$ cat src/rtl/arith_pkg.sv
// Shared arithmetic package: default operand width, sequencer state type and
// the bit-counter width derived from the default width.
package arith_pkg;

  localparam int USUB_WIDTH = 8;
  localparam int USUB_CNT_W = $clog2(USUB_WIDTH);

  typedef enum logic [1:0] {
    IDLE = 2'd0,
    RUN  = 2'd1,
    DONE = 2'd2
  } state_t;

endpackage

$ cat src/rtl/fsub1.sv
// 1-bit full-subtractor cell: d = a - b - bin, bout = borrow out.
module fsub1 (
  input  logic a,
  input  logic b,
  input  logic bin,
  output logic d,
  output logic bout
);

  // Difference and borrow for one bit position.
  always_comb begin
    d    = a ^ b ^ bin;
    bout = (~a & b) | (~(a ^ b) & bin);
  end

endmodule

$ cat src/rtl/usub8_serial.sv
// Bit-serial unsigned subtractor: operands shift LSB-first through one fsub1
// cell, one bit per clock; the result is presented with a valid/ready handshake.
// Optional feature macro: USUB8_SERIAL_SAT_EN clamps the difference to zero
// whenever the final borrow is set (borrow_o still reports 1).
module usub8_serial
  import arith_pkg::*;
#(
  parameter int WIDTH = USUB_WIDTH
) (
  input  logic             clk_i,
  input  logic             rst_ni,
  input  logic             valid_i,
  output logic             ready_o,
  input  logic [WIDTH-1:0] opa_i,
  input  logic [WIDTH-1:0] opb_i,
  output logic             valid_o,
  input  logic             ready_i,
  output logic [WIDTH-1:0] diff_o,
  output logic             borrow_o
);

  localparam int CNT_W = (WIDTH > 1) ? $clog2(WIDTH) : 1;
  localparam logic [CNT_W-1:0] LAST = CNT_W'(WIDTH - 1);

  state_t           state;
  logic [WIDTH-1:0] a_sh, b_sh, r_sh;
  logic [WIDTH-1:0] diff_q;
  logic             borrow_q;
  logic             bin_q;
  logic [CNT_W-1:0] cnt;
  logic             d, bout;
  logic [WIDTH-1:0] r_next;

  fsub1 u_fsub1 (
    .a    (a_sh[0]),
    .b    (b_sh[0]),
    .bin  (bin_q),
    .d    (d),
    .bout (bout)
  );

  // New difference bit enters at the MSB so bit 0 lands at the LSB after WIDTH shifts.
  always_comb begin
    r_next = {d, r_sh[WIDTH-1:1]};
  end

  // Sequencer, operand/result shifters and registered result.
  always_ff @(posedge clk_i or negedge rst_ni) begin
    if (!rst_ni) begin
      state    <= IDLE;
      a_sh     <= '0;
      b_sh     <= '0;
      r_sh     <= '0;
      diff_q   <= '0;
      borrow_q <= 1'b0;
      bin_q    <= 1'b0;
      cnt      <= '0;
    end else begin
      case (state)
        IDLE: begin
          if (valid_i) begin
            a_sh  <= opa_i;
            b_sh  <= opb_i;
            bin_q <= 1'b0;
            cnt   <= '0;
            state <= RUN;
          end
        end
        RUN: begin
          r_sh  <= r_next;
          a_sh  <= a_sh >> 1;
          b_sh  <= b_sh >> 1;
          bin_q <= bout;
          cnt   <= cnt + CNT_W'(1);
          if (cnt == LAST) begin
`ifdef USUB8_SERIAL_SAT_EN
            diff_q <= bout ? '0 : r_next;
`else
            diff_q <= r_next;
`endif
            borrow_q <= bout;
            state    <= DONE;
          end
        end
        DONE: begin
          if (ready_i) state <= IDLE;
        end
        default: state <= IDLE;
      endcase
    end
  end

  // Handshake flags come straight from the state register; no input feeds an output.
  assign ready_o  = (state == IDLE);
  assign valid_o  = (state == DONE);
  assign diff_o   = diff_q;
  assign borrow_o = borrow_q;

endmodule

$ cat config.mk
export PLATFORM = sky130hd
export DESIGN_NAME = usub8_serial
export DESIGN_NICKNAME = d
export VERILOG_FILES = /design/src/rtl/arith_pkg.sv /design/src/rtl/fsub1.sv /design/src/rtl/usub8_serial.sv
export SDC_FILE = /design/constraint.sdc
export NUM_CORES = 1
export LEC_CHECK = 0
export CORE_AREA = 4 4 83 85
export DETAILED_ROUTE_END_ITERATION = 8
export DIE_AREA = 0 0 87 89
export GPL_ROUTABILITY_DRIVEN = 0
export SETUP_SLACK_MARGIN = 0.5
export SLEW_MARGIN = 20
export SYNTH_ARGS = -nofsm -noshare
export SYNTH_HDL_FRONTEND = slang
export SYNTH_SLANG_ARGS = --single-unit
export TNS_END_PERCENT = 20
$ cat constraint.sdc
create_clock -name clk_i -period 1.7 [get_ports clk_i]
set_input_delay 0.425 -clock clk_i [delete_from_list [all_inputs] [get_ports clk_i]]
set_output_delay 0.425 -clock clk_i [all_outputs]
set_load 0.03 [all_outputs]
==> impl_metrics.py <==
metrics = {
    "outcome": {
        "status": "finished, final reports clean",
    },
    "clocking": {
        "cts_hold_buf": 0,
        "clk_pin_slew_ns": 0.07,
        "cts.path.max_buffers": 2,
        "htree_levels": 2,
        "cts_sinks": 38,
        "root_buffer": "clkbuf_8",
        "numCtsBuffers": 5,
        "cts_tree": "done",
        "clock_latency_ns": 0.28,
    },
    "floorplanning": {
        "core_um2": 6200,
        "die_width_um": 87,
        "start_util_pct": 29.3,
        "die_h_um": 89,
        "die-area_um2": 7740,
        "ioPinCount": 31,
        "rows": 29,
    },
    "sta": {
        "worstMarginPinSlew_ns": 0.376,
        "hold_viol": 0,
        "final.min_clock_period_ns": 1.57,
        "setup_viol": 0,
        "fin_crit_sh_pct": 92.3,
        "holdWs_ns": 0.497,
        "rsz0062_at_grt": "yes",
        "fin_setup_tns_ns": 0,
        "fmax_mhz": 637,
        "setup_ws_ns": 0.130,
        "clock_skew_ns": 0.00634,
        "slew_viol_final": 0,
        "slew_headroom_pct": 74.9,
    },
    "grt": {
        "grt_pass1_vias": 1254,
        "antenna_found_initial": 0,
        "grt_pass1_wl_um": 6120,
        "grt_overflow": 0,
        "grt.total_usage_pct": 10.3,
        "grt_max_degree": 39,
    },
    "final_layout": {
        "drive_gt1_share_pct": 41.9,
        "nets": 215,
        "n_fill_cell": 582,
        "area_growth_pct": 44.5,
        "n_antenna_cell": 0,
        "final_cell_area_um2": 2630,
    },
    "drt": {
        "drc_errors": 0,
        "first_iter_violations": 41,
        "vias": 1254,
        "wl_um": 3940,
        "vias_per_cell": 4.68,
        "wl_per_cell_um": 14.7,
        "ant_nets": 0,
        "dr.pass1.iters": 4,
    },
    "min_path": {
        "hp-start": "cnt[0]",
        "min_path_type": "flop to flop",
        "hold_path_end": "cnt[0]",
        "min_path_cells": 1,
    },
    "worst_setup_path": {
        "cp_data_required_time_ns": 1.27,
        "worst_ep_arrival_time_ns": 1.14,
        "cp-end-kind": "primary output",
        "cpMostUsedCell": "buf_6",
        "crit_slowest_cell": "dfrtp_2",
        "critPathKind": "flop to primary output",
        "r2r_start": "state[0]",
        "startpoint_type": "flop",
        "cpPeakStageDelay_ns": 0.44,
        "reg2reg_to": "a_sh[5]",
        "r2r_slack_ns": 0.22,
        "critPathMaxFanout": 3,
        "crit_path_cell_trace": "buf_6, nand2b_4, inv_2, buf_6",
        "r2r_cells": 4,
    },
    "flow_run": {
        "cap_violations": 0,
    },
    "pwr": {
        "p_per_area_nw_per_um2": 1760,
        "power_mw": 4.63,
        "leakage_nw": 1.20,
        "ir_drop_v": 0.000911,
    },
    "yosys": {
        "syn_nets": 162,
        "synth.ff_latch_count": 38,
        "syn_area_um2": 1820,
        "yosys.area.top_type": "dfrtp_1",
        "avgSynthCellArea_um2": 13.1,
        "synth_area_leaders": "dfrtp_1 (52%), mux2_4 (6.6%), nor3b_1 (4.9%)",
        "postSynthCellCount": 139,
        "seq_area_frac_synth_pct": 52.2,
        "synth_top_area_share_pct": 52.2,
        "synth.distinct_cells": 31,
        "yosys_warnings": 0,
    },
    "placement": {
        "dpl_cell_area_um2": 2230,
        "place_hpwl_um": 2450,
        "pre_cts_ws_ns": -0.109,
        "port_buffers": 30,
    },
}
[layer usage]
layer,up-vias,GRT usage (%),share of wire (%)
li1,607,-,-
met1,611,14.4,50
met2,31,14.8,45
met3,5,3.04,4.7
met4,0,4.25,0.86
met5,-,0,0
[synthesized netlist by cell type]
master     n
fa_1       1
buf_8      1
nor4b_1   10
o21bai_2   1
o21ai_0    1
a211o_1    2
or4b_1     3
buf_2      3
buf_4      3
nor4bb_1   2
nand2b_1   2
inv_1     14
a21oi_1    1
o21ba_2    1
nor2b_1    1
nor3b_1   12
mux2_4     8
clkbuf_1   1
nor2b_4    1
a211oi_1  10
buf_6      3
nor2_1     1
mux2_2     7
o221a_2    3
a222oi_1   1
dfrtp_1   38
nand3b_1   1
o22ai_1    1
a22o_1     2
ha_1       2
mux2i_1    2
[layout by cell type, fill, tap and decap left out, types with 2 or more instances in the layout]
cell type and instances:
a211o_1 2, a211oi_1 7, a211oi_2 3, a22o_1 2
buf_12 3, buf_4 17, buf_6 15, clkbuf_8 6
clkdlybuf4s50_1 18, dfrtp_1 36, dfrtp_2 2, inv_1 13
mux2_2 5, mux2_4 10, mux2i_1 2, nand2b_4 2
nor3b_1 12, nor4b_1 5, nor4b_2 3, nor4b_4 2
nor4bb_1 2, o21bai_4 2, o221a_2 3, or4b_1 3
[registers in the layout, indices dropped and copies added, names as in the netlist]
name,cells
r_sh,7
cnt,3
state,2
borrow_o,1
diff_o,8
a_sh,8
bin_q,1
b_sh,8
[final cells by class]
class	instances	area, um2	share of cell area, %
well taps	77	96.3	3.66
inverters	14	52.6	2.00
clock buffers	6	82.6	3.14
repair buffers	56	583	22.2
flip-flops and latches	38	953	36.3
multi-input cells	77	862	32.8
[cells by family (layout without fill, tap and decap cells)]
logic type	after synthesis	in the layout	synth area share [%]
AOI/OAI and AO/OA	23	24	10.5
and+or+nand+nor	33	33	14.9
DFF	38	38	52.2
adders and majority gates	3	3	2.47
muxes	17	17	12.0
buffers and inverters	25	76	7.83
[how the worst max path moves through the flow]
stage,startpoint,to,slack (ns)
after floorplan,cnt[0],diff_o[0],0.33
after global placement,valid_i,a_sh[1],-0.1
after detailed placement,valid_i,b_sh[3],-0.11
after CTS,state[0],ready_o,0.15
after global routing,state[0],valid_o,0.09
final,state[0],valid_o,0.13
[critical path, delay by kind of cell (launching register included)]
kind                   cells  cell delay [ns]
buffers and inverters      3             0.30
DFF                        1             0.44
and+or+nand+nor            1             0.13
[per-stage QoR]
stage	instances	utilization [%]
4_1_cts	259	39.1
3_5_place_dp	244	36.0
5_1_grt	268	42.4
2_1_floorplan	139	-
6_report	268	42.4
3_3_place_gp	244	36.0
[report_power, final]
group | switching [mW] | total [mW] | internal [mW]
logic | 1.05 | 2.40 | 1.35
registers | 0.272 | 1.62 | 1.35
clock network | 0.295 | 0.608 | 0.313
total | 1.62 | 4.63 | 3.01
[timing repair]
item | CTS | global route
setup buffers | 9 | 7
gates resized for setup | 66 | 23
hold endpoints to repair | 0 | 0
gates cloned | 0 | 2
setup endpoints to repair | 49 | 49
pin swaps | 0 | 4
(Power assumes the default switching activity.)
